### config.mk
export PLATFORM = sky130hd
export DESIGN_NAME = bus_arbiter_flat
export DESIGN_NICKNAME = d
export VERILOG_FILES = /design/src/rtl/bus_arbiter_if.sv /design/src/rtl/bus_arbiter.sv /design/src/flat_wrapper.sv
export SDC_FILE = /design/constraint.sdc
export NUM_CORES = 1
export LEC_CHECK = 0
export CAP_MARGIN = 20
export CELL_PAD_IN_SITES_DETAIL_PLACEMENT = 1
export CELL_PAD_IN_SITES_GLOBAL_PLACEMENT = 1
export CORE_MARGIN = 2
export CORE_UTILIZATION = 40
export CTS_CLUSTER_SIZE = 12
export DETAILED_ROUTE_END_ITERATION = 16
export DONT_BUFFER_PORTS = 1
export GPL_ROUTABILITY_DRIVEN = 1
export GPL_TIMING_DRIVEN = 0
export PLACE_DENSITY_LB_ADDON = 0.3
export SYNTH_ARGS = -nofsm -noshare
export SYNTH_HDL_FRONTEND = slang
export SYNTH_SLANG_ARGS = --single-unit
### constraint.sdc
create_clock -name clock -period 1.7 [get_ports clock]
set_input_delay 0.425 -clock clock [delete_from_list [all_inputs] [get_ports clock]]
set_output_delay 0.425 -clock clock [all_outputs]
set_load 0.005 [all_outputs]
### src/rtl/bus_arbiter_if.sv
// Requester/memory bundle for bus_arbiter: two requester ports plus the shared RAM port.
// master = requesters and RAM side, slave = the arbiter.
interface bus_arbiter_if #(
    parameter int ADDR_W = 30
);
    logic              m0_req;
    logic [ADDR_W-1:0] m0_addr;
    logic [31:0]       m0_data_w;
    logic [3:0]        m0_mask_w;
    logic              m0_lock;
    logic              m0_ack;
    logic [31:0]       m0_data_r;

    logic              m1_req;
    logic [ADDR_W-1:0] m1_addr;
    logic [31:0]       m1_data_w;
    logic [3:0]        m1_mask_w;
    logic              m1_lock;
    logic              m1_ack;
    logic [31:0]       m1_data_r;

    logic [ADDR_W-1:0] bus_addr;
    logic [31:0]       bus_data_w;
    logic [3:0]        bus_mask_w;
    logic [31:0]       bus_data_r;

    modport master (
        output m0_req, m0_addr, m0_data_w, m0_mask_w, m0_lock,
        input  m0_ack, m0_data_r,
        output m1_req, m1_addr, m1_data_w, m1_mask_w, m1_lock,
        input  m1_ack, m1_data_r,
        input  bus_addr, bus_data_w, bus_mask_w,
        output bus_data_r
    );

    modport slave (
        input  m0_req, m0_addr, m0_data_w, m0_mask_w, m0_lock,
        output m0_ack, m0_data_r,
        input  m1_req, m1_addr, m1_data_w, m1_mask_w, m1_lock,
        output m1_ack, m1_data_r,
        output bus_addr, bus_data_w, bus_mask_w,
        input  bus_data_r
    );
endinterface

### src/rtl/bus_arbiter.sv
// Round-robin arbiter sharing one word-addressed RAM port between two requesters (IDLE/ACCESS/RESP).
// Define BUS_ARBITER_LOCK_EN to compile in bus locking; otherwise mN_lock is ignored.
module bus_arbiter #(
    parameter int ADDR_W = 30
) (
    input logic          clock,
    input logic          reset,
    bus_arbiter_if.slave bus
);
    typedef enum logic [1:0] {IDLE, ACCESS, RESP} state_t;

    state_t            r_state;
    state_t            w_next;
    logic              w_start;
    logic              w_req0;
    logic              w_req1;
    logic              w_grant;
    logic              r_winner;
    logic              r_last;
    logic [ADDR_W-1:0] r_addr;
    logic [31:0]       r_wdata;
    logic [3:0]        r_mask;
    logic [31:0]       r_data_r0;
    logic [31:0]       r_data_r1;

`ifdef BUS_ARBITER_LOCK_EN
    logic r_lock_valid;
    logic r_lock_owner;

    // While locked, the non-owner's request is masked out of arbitration.
    assign w_req0 = bus.m0_req & ~(r_lock_valid & r_lock_owner);
    assign w_req1 = bus.m1_req & ~(r_lock_valid & ~r_lock_owner);

    always_ff @(posedge clock or negedge reset) begin
        if (!reset) begin
            r_lock_valid <= 1'b0;
            r_lock_owner <= 1'b0;
        end else if (r_state == ACCESS) begin
            r_lock_valid <= r_winner ? bus.m1_lock : bus.m0_lock;
            r_lock_owner <= r_winner;
        end
    end
`else
    logic w_unused_lock;

    assign w_req0        = bus.m0_req;
    assign w_req1        = bus.m1_req;
    assign w_unused_lock = bus.m0_lock | bus.m1_lock;
`endif

    // Contention goes to the requester not granted last; a lone requester always wins.
    assign w_grant = (w_req0 & w_req1) ? ~r_last : w_req1;

    always_ff @(posedge clock or negedge reset) begin
        if (!reset) r_state <= IDLE;
        else        r_state <= w_next;
    end

    always_comb begin
        w_next         = r_state;
        w_start        = 1'b0;
        bus.bus_mask_w = '0;
        bus.m0_ack     = 1'b0;
        bus.m1_ack     = 1'b0;
        case (r_state)
            IDLE: begin
                if (w_req0 | w_req1) begin
                    w_start = 1'b1;
                    w_next  = ACCESS;
                end
            end
            ACCESS: begin
                bus.bus_mask_w = r_mask;
                w_next         = RESP;
            end
            RESP: begin
                bus.m0_ack = ~r_winner;
                bus.m1_ack = r_winner;
                w_next     = IDLE;
            end
            default: w_next = IDLE;
        endcase
    end

    always_ff @(posedge clock or negedge reset) begin
        if (!reset) begin
            r_winner  <= 1'b0;
            r_last    <= 1'b1;
            r_addr    <= '0;
            r_wdata   <= '0;
            r_mask    <= '0;
            r_data_r0 <= '0;
            r_data_r1 <= '0;
        end else begin
            if (w_start) begin
                r_winner <= w_grant;
                r_addr   <= w_grant ? bus.m1_addr   : bus.m0_addr;
                r_wdata  <= w_grant ? bus.m1_data_w : bus.m0_data_w;
                r_mask   <= w_grant ? bus.m1_mask_w : bus.m0_mask_w;
            end
            if (r_state == ACCESS) begin
                if (r_winner) r_data_r1 <= bus.bus_data_r;
                else          r_data_r0 <= bus.bus_data_r;
            end
            if (r_state == RESP) r_last <= r_winner;
        end
    end

    assign bus.bus_addr   = r_addr;
    assign bus.bus_data_w = r_wdata;
    assign bus.m0_data_r  = r_data_r0;
    assign bus.m1_data_r  = r_data_r1;
endmodule

### src/flat_wrapper.sv
// flat-port wrapper written by rule: the top's interface ports become plain ports
module bus_arbiter_flat 
#(
    parameter int ADDR_W = 30
)
  (clock, reset, bus_m0_req, bus_m0_addr, bus_m0_data_w, bus_m0_mask_w, bus_m0_lock, bus_m0_ack, bus_m0_data_r, bus_m1_req, bus_m1_addr, bus_m1_data_w, bus_m1_mask_w, bus_m1_lock, bus_m1_ack, bus_m1_data_r, bus_bus_addr, bus_bus_data_w, bus_bus_mask_w, bus_bus_data_r);
  bus_arbiter_if #(.ADDR_W(ADDR_W)) bus_i ();
  input logic clock;
  input logic reset;
  input wire logic [$bits(bus_i.m0_req)-1:0] bus_m0_req;
  input wire logic [$bits(bus_i.m0_addr)-1:0] bus_m0_addr;
  input wire logic [$bits(bus_i.m0_data_w)-1:0] bus_m0_data_w;
  input wire logic [$bits(bus_i.m0_mask_w)-1:0] bus_m0_mask_w;
  input wire logic [$bits(bus_i.m0_lock)-1:0] bus_m0_lock;
  output wire logic [$bits(bus_i.m0_ack)-1:0] bus_m0_ack;
  output wire logic [$bits(bus_i.m0_data_r)-1:0] bus_m0_data_r;
  input wire logic [$bits(bus_i.m1_req)-1:0] bus_m1_req;
  input wire logic [$bits(bus_i.m1_addr)-1:0] bus_m1_addr;
  input wire logic [$bits(bus_i.m1_data_w)-1:0] bus_m1_data_w;
  input wire logic [$bits(bus_i.m1_mask_w)-1:0] bus_m1_mask_w;
  input wire logic [$bits(bus_i.m1_lock)-1:0] bus_m1_lock;
  output wire logic [$bits(bus_i.m1_ack)-1:0] bus_m1_ack;
  output wire logic [$bits(bus_i.m1_data_r)-1:0] bus_m1_data_r;
  output wire logic [$bits(bus_i.bus_addr)-1:0] bus_bus_addr;
  output wire logic [$bits(bus_i.bus_data_w)-1:0] bus_bus_data_w;
  output wire logic [$bits(bus_i.bus_mask_w)-1:0] bus_bus_mask_w;
  input wire logic [$bits(bus_i.bus_data_r)-1:0] bus_bus_data_r;
  assign bus_i.m0_req = bus_m0_req;
  assign bus_i.m0_addr = bus_m0_addr;
  assign bus_i.m0_data_w = bus_m0_data_w;
  assign bus_i.m0_mask_w = bus_m0_mask_w;
  assign bus_i.m0_lock = bus_m0_lock;
  assign bus_m0_ack = bus_i.m0_ack;
  assign bus_m0_data_r = bus_i.m0_data_r;
  assign bus_i.m1_req = bus_m1_req;
  assign bus_i.m1_addr = bus_m1_addr;
  assign bus_i.m1_data_w = bus_m1_data_w;
  assign bus_i.m1_mask_w = bus_m1_mask_w;
  assign bus_i.m1_lock = bus_m1_lock;
  assign bus_m1_ack = bus_i.m1_ack;
  assign bus_m1_data_r = bus_i.m1_data_r;
  assign bus_bus_addr = bus_i.bus_addr;
  assign bus_bus_data_w = bus_i.bus_data_w;
  assign bus_bus_mask_w = bus_i.bus_mask_w;
  assign bus_i.bus_data_r = bus_bus_data_r;
  bus_arbiter #(.ADDR_W(ADDR_W)) u_core (.clock(clock), .reset(reset), .bus(bus_i));
endmodule
==> out/metrics.csv <==
stage;metric;value;unit
global_routing;grt_overflow_total;0;
timing;timing.slew.headroom;0.790;
min_path;hp-class;input pin to async pin;
global_routing;grt_pass1_wl;20700;um
run_status;violations;negative hold slack, negative setup slack;
worst_setup_path;worst-r2r-cell-count;5;
floorplan;dieArea;0.0161;mm^2
floorplan;io_pins;302;
clock_tree;clk_pin_slew_worst_paths;0.06;ns
worst_setup_path;cp.required;1.99;ns
power;p_int;10.3;mW
global_routing;grt_use_total;0.172;
route;drt-pass1-iter-count;4;
route;wl;14000;um
final_layout;final_util;0.492;
global_routing;grt_max_degree;135;
clock_tree;cts-root-buf;clkbuf_16;
synthesis;synth_seq_area_share;0.557;
synthesis;synth_area;0.00602;mm^2
placement;pre_cts_slack;-0.172;ns
clock_tree;cts_tree;yes;
final_layout;fin_cells;594;
worst_setup_path;path_cells;a21bo_4, buf_12, buf_12, mux2_4, mux2_4;
synthesis;synth_top_area_cell;dfrtp_1;
final_layout;area_growth;19.7;%
worst_setup_path;cp_slowest_cell;dfstp_2;
power;seqPwrFrac;0.434;
clock_tree;cts_buffer_depth;2;
power;clkPwrFrac;0.269;
timing;fin_skew;0.00771;ns
clock_tree;insertion_delay;0.41;ns
worst_setup_path;path_class;register to register;
floorplan;initial_core_util;0.411;
worst_setup_path;path_max_fanout;6;
timing;max_freq;577;MHz
placement;placed_cells;551;
synthesis;synth_area_leaders;dfrtp_1 (55%), mux2_2 (26%), mux2_4 (14%);
placement;gp_congestion;0.747;
global_routing;grt_pass1_vias;3574;
floorplan;core;0.0146;mm^2
worst_setup_path;critical_path_depth;5;
timing;rsz0062_at_grt;true;
worst_setup_path;crit_buf_inv;2;
timing;slew_viol_final;0;
final_layout;layout.nets;567;
job;max_cap_viol_count;0;
timing;setup_slack;-0.0319;ns
placement;place_area;0.00625;mm^2
clock_tree;h-tree-depth;4;
timing;worst_slew_pin_slew;0.316;ns
timing;hold_viol;134;
route;wl_per_cell;23.5;um
timing;fin_crit;1.73;ns
timing;period_share;1.02;
route;viasPerCell;5.36;
run_status;status;finished, violations left;
timing;whs;-0.297;ns
clock_tree;clkSinkCount;134;
power;power_density;2020;mW/mm^2
timing;finalSetupTns;-0.411;ns
global_routing;antenna_found_initial;0;
route;drc;0;
synthesis;synthesis.nets;537;
placement;numPortBuffers;0;
synthesis;ys_types;19;
synthesis;synthDominantCellAreaShare;0.553;
route;postRouteAntennaNets;0;
route;num_vias;3186;
synthesis;synth-seq-cells;134;
power;power;14.6;mW
power;swShare;0.295;
floorplan;die_width;127;um
synthesis;syn_avg_cell_area;16.4;um^2
final_layout;drive_gt1_frac;0.654;
worst_setup_path;critPathCaptureType;register;
floorplan;die_h;127;um
timing;final-setup-viol-count;25;
synthesis;synthCells;367;
route;drt_iter0_drc;118;
synthesis;ys_warn_count;0;
placement;hpwlAfterDp;10100;um
worst_setup_path;cp_top_family;multiplexers;
power;combPwrFrac;0.297;
power;power.leakage;3.19;nW
power;switchingPower;4.30;mW
worst_setup_path;cp_slowest_stage_delay;0.53;ns
clock_tree;numCtsBuffers;17;
final_layout;antennaDiodeCount;0;
worst_setup_path;critPathLaunchType;register;
final_layout;stdcell_area;0.00721;mm^2
worst_setup_path;arrival;2.02;ns
floorplan;rows;44;
power;peakVddDrop;762;uV
placed cells by master (no fill, tap or decap), types with 2 or more instances in the layout:
cell,count
nor2_2,2
buf_6,7
buf_12,5
and2_4,3
bufinv_16,4
buf_4,10
buf_2,4
inv_6,3
mux2_4,66
mux2_2,129
and2_1,2
dfrtp_1,132
clkinvlp_4,3
clkbuf_16,20
state kept, by name (all words and copies together) (netlist names):
signal and count:
u_core.r_state 2, u_core.r_last 1, u_core.bus.m0_data_r 32, u_core.bus.bus_addr 30, u_core.r_mask 4, u_core.r_winner 1, u_core.bus.bus_data_w 32, u_core.bus.m1_data_r 32
worst reg2reg max path: stages, from the launching register on:
cell     delay, ns
dfstp_2       0.53
a21bo_4       0.21
buf_12        0.17
buf_12        0.14
mux2_4        0.31
mux2_4        0.26
cell usage after synthesis:
cell / n
buf_6: 4
inv_1: 1
mux2_2: 137
nor2b_2: 1
a21o_1: 1
nor2_1: 3
dfstp_2: 1
a21bo_2: 1
buf_4: 5
mux2_1: 1
clkbuf_2: 1
buf_2: 11
nand2b_1: 1
nand2_1: 1
o32ai_1: 1
nor3_2: 1
and2_1: 5
mux2_4: 58
dfrtp_1: 133
routing by layer:
metal,part of all wire,vias to the layer above,wire [um],global-route usage
met5,0,-,0,0
met4,0.019,0,261,0.0743
met3,0.082,17,1140,0.0565
met2,0.54,164,7550,0.311
met1,0.36,1632,5020,0.184
li1,-,1373,-,-
power by group through the flow:
stage / clock network [mW] / logic [mW] / registers [mW]
CTS: 4.03 / 4.22 / 6.36
finish: 3.91 / 4.33 / 6.31
detailed placement: 0 / 3.97 / 6.38
global route: 4.16 / 4.67 / 6.50
global placement: 0 / 3.80 / 6.35
floorplan: 0 / 3.41 / 5.82
layout make-up:
type	count	area, um^2
Fill cell	1397	7440
Clock inverter	13	194
Buffer	20	220
Inverter	1	3.75
Timing Repair Buffer	12	179
Sequential cell	134	3360
Clock buffer	19	443
Multi-Input combinational cell	211	2580
Tap cell	184	230
worst paths after layout:
check | start | to | slack, ns
setup / recovery | u_core.r_last | u_core.r_mask[1] | -0.03
hold / removal | reset | u_core.bus.bus_data_w[10] | -0.30
setup reg to reg | u_core.r_last | u_core.r_mask[1] | -0.03
hold reg to reg | u_core.r_mask[0] | u_core.r_mask[0] | 0.51
max in group asynchronous | reset | u_core.bus.bus_addr[2] | 1.70
min in group clock | bus_bus_data_r[30] | u_core.bus.m0_data_r[30] | 0.16
cell families (layout without fill, tap and decap cells):
logic type             Yosys count  count (layout)  share of synthesized area
buffers and inverters           22              65                     0.0243
DFF                            134             134                      0.557
and+or+nand+nor                 12              12                     0.0118
muxes                          196             196                      0.403
AOI/OAI and AO/OA                3               3                    0.00436
timing repair:
action	CTS	global route
pin swaps	3	2
hold endpoints to repair	134	134
setup buffers	6	2
endpoints found under the setup margin	94	97
resized for setup	27	17
gates cloned	1	3
No activity file was read; power rests on OpenSTA's default activity.
